`config.mk`:
```
export PLATFORM = sky130hd
export DESIGN_NAME = desempacotador_flat
export DESIGN_NICKNAME = d
export VERILOG_FILES = /design/src/rtl/desempacotador_if.sv /design/src/rtl/desempacotador.sv /design/src/flat_wrapper.sv
export SDC_FILE = /design/constraint.sdc
export NUM_CORES = 1
export LEC_CHECK = 0
export ABC_AREA = 0
export ABC_CLOCK_PERIOD_IN_PS = 2200
export CORE_MARGIN = 1.5
export CORE_UTILIZATION = 41
export DETAILED_ROUTE_END_ITERATION = 16
export GPL_TIMING_DRIVEN = 0
export PLACE_DENSITY = 0.75
export SYNTH_ARGS = -nofsm -noshare
export SYNTH_HDL_FRONTEND = slang
export SYNTH_SLANG_ARGS = --single-unit
```
`constraint.sdc`:
```
create_clock -name clk -period 2.2 [get_ports clk]
set_input_delay 0.44 -clock clk [delete_from_list [all_inputs] [get_ports clk]]
set_output_delay 0.44 -clock clk [all_outputs]
set_load 0.005 [all_outputs]
```
`src/rtl/desempacotador_if.sv`:
```
// Packed-register consumer bus: command, packed input side, decoded output side, error status.
// Carries no state; every signal is owned by either the producer/consumer or the decoder.
// in_valid/in_ready on the input side, out_valid/out_ready on the output side.
interface desempacotador_if #(
  parameter int CNT_W = 8
);
  logic [1:0]       T;
  logic [5:0]       in;
  logic             in_valid;
  logic             in_ready;
  logic [4:0]       out;
  logic             out_valid;
  logic             out_ready;
  logic             erro;
  logic [CNT_W-1:0] erro_cnt;

  // Producer/consumer side: drives command, packed word and consumer ready.
  modport master (
    output T, in, in_valid, out_ready,
    input  in_ready, out, out_valid, erro, erro_cnt
  );

  // Decoder side.
  modport slave (
    input  T, in, in_valid, out_ready,
    output in_ready, out, out_valid, erro, erro_cnt
  );
endinterface

```
`src/rtl/desempacotador.sv`:
```
// Decodes 6-bit packed words {v4,0,v3..v0} into 5-bit values and queues them in a small FIFO.
// Latency 1 cycle: a word accepted at edge N is at the head after edge N when the FIFO was empty.
// in_ready drops when full, on clear/hold or in reset; no pass-through when full; output drains independently.
// Optional macro DESEMPACOTADOR_ERRO_EN: drop words with bit 4 set and flag/count them.
module desempacotador #(
  parameter int PROFUNDIDADE = 2,
  parameter int CNT_W        = 8
) (
  input logic                clk,
  input logic                reset,
  desempacotador_if.slave    bus
);

  localparam int AW = (PROFUNDIDADE > 1) ? $clog2(PROFUNDIDADE) : 1;
  localparam int CW = $clog2(PROFUNDIDADE + 1);

  logic [4:0]       mem [PROFUNDIDADE];
  logic [AW-1:0]    wr_ptr;
  logic [AW-1:0]    rd_ptr;
  logic [CW-1:0]    count;

  logic             clear;
  logic             accept;
  logic             push;
  logic             pop;
  logic [4:0]       value;

  assign clear  = (bus.T == 2'b00);
  assign value  = {bus.in[5], bus.in[3:0]};

  // Ready depends only on registered occupancy, the command and reset.
  assign bus.in_ready  = !reset && (bus.T == 2'b01) && (count < CW'(PROFUNDIDADE));
  assign accept        = bus.in_valid && bus.in_ready;
  assign bus.out_valid = (count != '0);
  assign bus.out       = bus.out_valid ? mem[rd_ptr] : 5'd0;
  // A clear cycle discards any pop requested alongside it.
  assign pop           = bus.out_valid && bus.out_ready && !clear;

`ifdef DESEMPACOTADOR_ERRO_EN
  logic             erro_q;
  logic [CNT_W-1:0] erro_cnt_q;
  logic             malformed;

  assign malformed = accept && bus.in[4];
  // Malformed words complete the handshake but never enter the FIFO.
  assign push      = accept && !bus.in[4];

  // Sticky error flag and saturating error counter; only reset clears them.
  always_ff @(posedge clk) begin
    if (reset) begin
      erro_q     <= 1'b0;
      erro_cnt_q <= '0;
    end else if (malformed) begin
      erro_q <= 1'b1;
      if (erro_cnt_q != '1) erro_cnt_q <= erro_cnt_q + 1'b1;
    end
  end

  assign bus.erro     = erro_q;
  assign bus.erro_cnt = erro_cnt_q;
`else
  logic unused_bit4;

  // Bit 4 is don't-care in this build; every accepted word is queued.
  assign unused_bit4  = bus.in[4];
  assign push         = accept;
  assign bus.erro     = 1'b0;
  assign bus.erro_cnt = '0;
`endif

  // Pointer and occupancy update; reset takes priority over clear.
  always_ff @(posedge clk) begin
    if (reset || clear) begin
      wr_ptr <= '0;
      rd_ptr <= '0;
      count  <= '0;
    end else begin
      if (push) wr_ptr <= wr_ptr + 1'b1;
      if (pop)  rd_ptr <= rd_ptr + 1'b1;
      case ({push, pop})
        2'b10:   count <= count + 1'b1;
        2'b01:   count <= count - 1'b1;
        default: count <= count;
      endcase
    end
  end

  // Storage write; contents past count are never observed, so no reset is needed.
  always_ff @(posedge clk) begin
    if (push) mem[wr_ptr] <= value;
  end

endmodule

```
`src/flat_wrapper.sv`:
```
// flat-port wrapper written by rule: the top's interface ports become plain ports
module desempacotador_flat 
#(
  parameter int PROFUNDIDADE = 2,
  parameter int CNT_W        = 8
)
  (clk, reset, bus_T, bus_in, bus_in_valid, bus_out_ready, bus_in_ready, bus_out, bus_out_valid, bus_erro, bus_erro_cnt);
  desempacotador_if #(.CNT_W(CNT_W)) bus_i ();
  input logic clk;
  input logic reset;
  input wire logic [$bits(bus_i.T)-1:0] bus_T;
  input wire logic [$bits(bus_i.in)-1:0] bus_in;
  input wire logic [$bits(bus_i.in_valid)-1:0] bus_in_valid;
  input wire logic [$bits(bus_i.out_ready)-1:0] bus_out_ready;
  output wire logic [$bits(bus_i.in_ready)-1:0] bus_in_ready;
  output wire logic [$bits(bus_i.out)-1:0] bus_out;
  output wire logic [$bits(bus_i.out_valid)-1:0] bus_out_valid;
  output wire logic [$bits(bus_i.erro)-1:0] bus_erro;
  output wire logic [$bits(bus_i.erro_cnt)-1:0] bus_erro_cnt;
  assign bus_i.T = bus_T;
  assign bus_i.in = bus_in;
  assign bus_i.in_valid = bus_in_valid;
  assign bus_i.out_ready = bus_out_ready;
  assign bus_in_ready = bus_i.in_ready;
  assign bus_out = bus_i.out;
  assign bus_out_valid = bus_i.out_valid;
  assign bus_erro = bus_i.erro;
  assign bus_erro_cnt = bus_i.erro_cnt;
  desempacotador #(.PROFUNDIDADE(PROFUNDIDADE), .CNT_W(CNT_W)) u_core (.clk(clk), .reset(reset), .bus(bus_i));
endmodule
```
==> impl_metrics.csv, run 1 <==
group,metric,value,unit
synthesis,yosys.area.top_type_share,43.0,%
sta,worst_slack,127,ps
floorplan,core_area,1540,sq um
routing,drcViolationCount,0,
global_route,grt_pass1_wl,1.96,mm
global_route,gr-total-overflow,0,
synthesis,yosysTopAreaCell,"edfxtp_1",
critical_path,timing.rr.end,"u_core.count[1]",
critical_path,worstSetupPathType,"input pin to flip-flop",
place,gp_congestion,0.732,
finish,layout_common_cells,"clkdlybuf4s50_1 (16), nor2_1 (12), buf_4 (10), edfxtp_1 (10), conb_1 (9)",
floorplan,die_x,44.3,um
finish,fin_area,966,sq um
routing,wl,1.13,mm
clock_tree,cts-root-buf,"clkbuf_4",
place,place_area,918,sq um
place,pre_cts_slack,-290,ps
sta,finClkSkew,3.29,ps
finish,area_growth,38.4,%
synthesis,synthTopCellsByArea,"edfxtp_1 (43%), dfxtp_1 (14%), buf_4 (9.7%)",
critical_path,reg2reg_slack,380,ps
floorplan,die-area,1960,sq um
power,leakage,0.000383,uW
global_route,gr-usage-all-layers,14.4,%
sta,finalCriticalPeriod,2070,ps
place,port_buffers,17,
hold_path,hold_path_depth,2,
flow_run,cap_viol_max_count,0,
floorplan,pin_count,28,
sta,hold_ws,513,ps
finish,layout_commonest_cell,"clkdlybuf4s50_1",
synthesis,ys_seq_area_share,57.3,%
global_route,grt_max_degree,9,
finish,fin_nets,105,
clock_tree,path_clk_slew,80,ps
clock_tree,cts_buffers,3,
clock_tree,h-tree-depth,1,
global_route,antenna_found_initial,0,
synthesis,yosys_warnings,0,
clock_tree,cts_tree,"done",
power,peakVddDrop,386,uV
power,fin_total_pwr,521,uW
hold_path,hp-class,"flip-flop to flip-flop",
clock_tree,cts.hold.buffers_added,0,
critical_path,regToRegStartpoint,"u_core.count[1]",
synthesis,synth_cells,61,
global_route,grt_pass1_vias,472,
synthesis,ys_types,22,
routing,vias_per_cell,4.61,
synthesis,synth_area,698,sq um
finish,fillers,137,
critical_path,worst_ep_arrival_time,2280,ps
critical_path,crit_end,"u_core.count[1]",
sta,finalSetupTns,0,ps
clock_tree,clock_sinks,15,
critical_path,reg2regPathDepth,6,
critical_path,crit_fanout,3,
finish,drive_gt1_share,17.6,%
routing,drt-initial-drc-count,7,
critical_path,cp.required,2400,ps
floorplan,num_rows,14,
floorplan,initial_core_util,45.3,%
clock_tree,cts_buffer_depth,2,
clock_tree,clk_latency,270,ps
sta,setup_viol,0,
sta,fmax,482,MHz
critical_path,cp-startpoint,"reset",
routing,antenna_left,0,
critical_path,end_kind,"flip-flop",
routing,vias,493,
run_status,outcome,"finished clean",
critical_path,critPathLaunchType,"input pin",
synthesis,synth-seq-cells,15,
power,power_density,540,nW/um^2
floorplan,die_h,44.3,um
sta,rsz0062_at_grt,"false",
sta,finalMaxSlewViolations,0,
place,hpwl,847,um
routing,dr.pass1.iters,4,
synthesis,syn_avg_cell_area,11.4,sq um
sta,hold_viol,0,
finish,num_antenna_cells,0,
routing,post_drt_wl_per_cell,10.5,um
sta,period_share,94.2,%
cells by family (layout without fill, tap and decap cells):
logic type | Yosys count | in the layout | synth area share (%)
AND/OR/NAND/NOR | 21 | 21 | 15.6
adder cells (fa/ha/maj) | 1 | 1 | 1.79
multiplexers | 5 | 5 | 7.17
flip-flops | 15 | 15 | 57.3
other | 1 | 9 | 0.537
AO/OA/AOI/OAI | 4 | 4 | 3.05
XOR/XNOR | 3 | 3 | 3.76
buffers and inverters | 11 | 33 | 10.8
how the worst min path moves through the flow:
| stage | start | endpoint | slack (ps) |
|---|---|---|---|
| final | u_core.rd_ptr | u_core.rd_ptr | 510 |
| after global placement | u_core.rd_ptr | u_core.rd_ptr | 480 |
| after CTS | u_core.rd_ptr | u_core.rd_ptr | 520 |
| after detailed placement | u_core.rd_ptr | u_core.rd_ptr | 490 |
| after global routing | u_core.rd_ptr | u_core.rd_ptr | 570 |
| after floorplan | u_core.rd_ptr | flip-flop | 470 |
stage by stage:
stage	util (%)	instances
2_1_floorplan	-	69
3_3_place_gp	59.6	102
3_5_place_dp	59.6	102
4_1_cts	62.7	107
5_1_grt	62.7	107
6_report	62.7	107
cell usage after synthesis:
cell	instances
xnor2_1	1
xor2_1	2
a31oi_1	1
and3_1	1
nor4b_1	1
or3_1	1
buf_4	9
nor2_1	12
nand2b_4	1
nand3_1	1
or4b_1	1
or2_2	1
o21ai_0	2
edfxtp_1	10
conb_1	1
nand2_1	2
mux2i_1	5
clkbuf_1	1
dfxtp_1	5
a21oi_1	1
inv_1	1
ha_1	1
critical path, cell delays in order:
cell,delay [ps]
clkdlybuf4s50_1,480
nor4b_4,300
buf_4,150
nand2_1,70
ha_1,320
or3_1,370
a21oi_1,140
registers in the layout, summed over array words and instances (netlist names), named ones only:
signal / flops
u_core.mem: 10
u_core.count: 2
u_core.rd_ptr: 1
u_core.wr_ptr: 1
power by group:
group	leakage [uW]	internal (uW)	total (uW)	switching, uW
Sequential	0.000131	304	307	2.73
Combinational	0.000237	41.3	66.2	25.0
Clock	0.0000150	70.1	148	78.0
Total	0.000383	416	521	106
timing repair:
action / 4_1_cts / 5_1_grt
resized for setup: 3 / 0
hold endpoints to repair: 0 / 0
setup endpoints to repair: 2 / 0
setup buffers: 1 / 0
cell type report:
type                    instances  area (sq um)  share of cell area (%)
flip-flops and latches         15           400                    41.5
multi-input cells              43           268                    27.7
repair buffers                 18           176                    18.3
plain buffers                  10          71.3                    7.38
clock buffers                   4          26.3                    2.72
well taps                      16          20.0                    2.07
inverters                       1          3.75                   0.389
metal layers:
metal  up-vias  part of all wire, %  global-route usage, %
li1        251                    -                      -
met1       216                   42                   16.5
met2        24                   48                   23.8
met5         -                    0                      0
met4         0                  1.7                   9.09
met3         2                  7.7                   3.67
Note: power is estimated with default switching activity, not from simulation.
==> run 2: changes to the inputs <==
--- a/config.mk
+++ b/config.mk
@@ -12,6 +12,7 @@
 export DETAILED_ROUTE_END_ITERATION = 16
 export GPL_TIMING_DRIVEN = 0
 export PLACE_DENSITY = 0.75
+export SKIP_CTS_REPAIR_TIMING = 1
 export SYNTH_ARGS = -nofsm -noshare
 export SYNTH_HDL_FRONTEND = slang
 export SYNTH_SLANG_ARGS = --single-unit
==> impl_metrics.csv, run 2 (same netlist as run 1, synthesis figures left out) <==
group,metric,value,unit
run_status,outcome,"finished clean",
sta,setup_viol,0,
routing,dr.pass1.iters,4,
clock_tree,path_clk_slew,80,ps
sta,rsz0062_at_grt,"false",
power,netSwitchingFraction,20.3,%
global_route,gr-usage-all-layers,14.0,%
critical_path,path_cells,"clkdlybuf4s50_1, nor4b_4, buf_4, nand2_1, ha_1, or3_1, a21oi_1",
routing,antenna_left,0,
power,netSwitchingPower,106,uW
routing,drt-initial-drc-count,8,
sta,finalSetupTns,0,ps
critical_path,cp.required,2400,ps
power,p_comb_share,12.7,%
place,hpwl,847,um
critical_path,crit_family,"simple AND/OR/NAND/NOR gates",
critical_path,critPathLaunchType,"input pin",
finish,area_growth,39.2,%
finish,layout_commonest_cell,"clkdlybuf4s50_1",
global_route,antenna_found_initial,0,
critical_path,cp_num_buf_inv,2,
critical_path,critical-path-slowest-cell,"clkdlybuf4s50_1",
global_route,grt_max_degree,9,
routing,drcViolationCount,0,
floorplan,num_rows,14,
floorplan,pin_count,28,
sta,worst_slack,129,ps
hold_path,hp-class,"flip-flop to flip-flop",
finish,layout_common_cells,"clkdlybuf4s50_1 (15), nor2_1 (12), buf_4 (10), edfxtp_1 (10), conb_1 (9)",
clock_tree,cts_buffers,3,
global_route,grt_pass1_vias,456,
power,cell_internal_pwr,416,uW
clock_tree,cts-root-buf,"clkbuf_4",
sta,finalMaxSlewViolations,0,
place,port_buffers,17,
clock_tree,clk_latency,270,ps
global_route,gr-total-overflow,0,
critical_path,end_kind,"flip-flop",
finish,reg_top3,"u_core.mem x10, u_core.count x2",
finish,regMostFlops,"u_core.mem",
critical_path,max_stage_delay,470,ps
sta,fmax,483,MHz
clock_tree,cts_tree,"done",
floorplan,die_h,44.3,um
routing,wl,1.14,mm
power,seqPwrFrac,58.9,%
sta,finalCriticalPeriod,2070,ps
global_route,grt_pass1_wl,1.92,mm
floorplan,die-area,1960,sq um
sta,finClkSkew,2.82,ps
routing,vias,501,
critical_path,crit_fanout,3,
finish,largest_reg_flops,10,
power,peakVddDrop,386,uV
place,gp_congestion,0.732,
sta,period_share,94.1,%
clock_tree,clock_sinks,15,
flow_run,cap_viol_max_count,0,
place,pre_cts_slack,-290,ps
floorplan,initial_core_util,45.3,%
clock_tree,cts_buffer_depth,2,
routing,vias_per_cell,4.68,
sta,hold_viol,0,
finish,drive_gt1_share,17.6,%
critical_path,worstSetupPathType,"input pin to flip-flop",
finish,fin_nets,105,
floorplan,core_area,1540,sq um
clock_tree,h-tree-depth,1,
power,power_density,537,nW/um^2
routing,post_drt_wl_per_cell,10.6,um
critical_path,worst_ep_arrival_time,2280,ps
floorplan,die_x,44.3,um
finish,num_antenna_cells,0,
power,leakage,0.000404,uW
power,p_clk_share,28.4,%
run 2: cell count changes in the layout (fill, tap and decap cells not counted), sizes merged:
cell,before,now
clkdlybuf4s50,16,15
dlygate4sd2,1,0
dlymetal6s2s,0,2
run 2: final timing paths:
path,depth (start not counted),end,startpoint,slack (ps)
max,7,u_core.count[1],reset,130
min,2,u_core.rd_ptr,u_core.rd_ptr,510
max reg2reg,6,u_core.count[1],u_core.count[1],380
min reg2reg,2,u_core.rd_ptr,u_core.rd_ptr,510
run 2: tightest hold or removal path, cell delays in order, from the launching register on:
cell and delay [ps]:
dfxtp_1 330, xor2_1 80, nor2_1 70
run 2: area by class of cell:
type,count,area (sq um)
well taps,16,20.0
clock buffers,4,26.3
fillers,140,569
inverters,1,3.75
plain buffers,10,71.3
flip-flops and latches,15,400
multi-input cells,43,268
repair buffers,18,183
run 2: stage by stage:
stage / util (%) / area, sq um / power (uW) / cells / hold slack [ps]
CTS: 61.3 / 945 / 527 / 106 / 516
global placement: 59.6 / 918 / 375 / 102 / 485
finish: 63.1 / 972 / 522 / 107 / 513
detailed placement: 59.6 / 918 / 376 / 102 / 491
floorplan: - / 728 / 345 / 69 / 472
global route: 63.1 / 972 / 554 / 107 / 568
run 2: metal layers:
layer	wire [um]	part of all wire (%)	track usage [%]	up-vias
li1	-	-	-	253
met1	484	43	16.5	222
met2	548	48	22.6	24
met3	85	7.5	3.67	2
met4	19	1.7	9.09	0
met5	0	0	0	-
run 2: power groups by stage:
stage	sequential, uW	clock, uW	combinational [uW]
6_report	307	148	66.4
3_5_place_dp	314	0	62.7
3_3_place_gp	313	0	61.5
2_1_floorplan	313	0	32.0
5_1_grt	308	173	72.9
4_1_cts	307	157	63.0
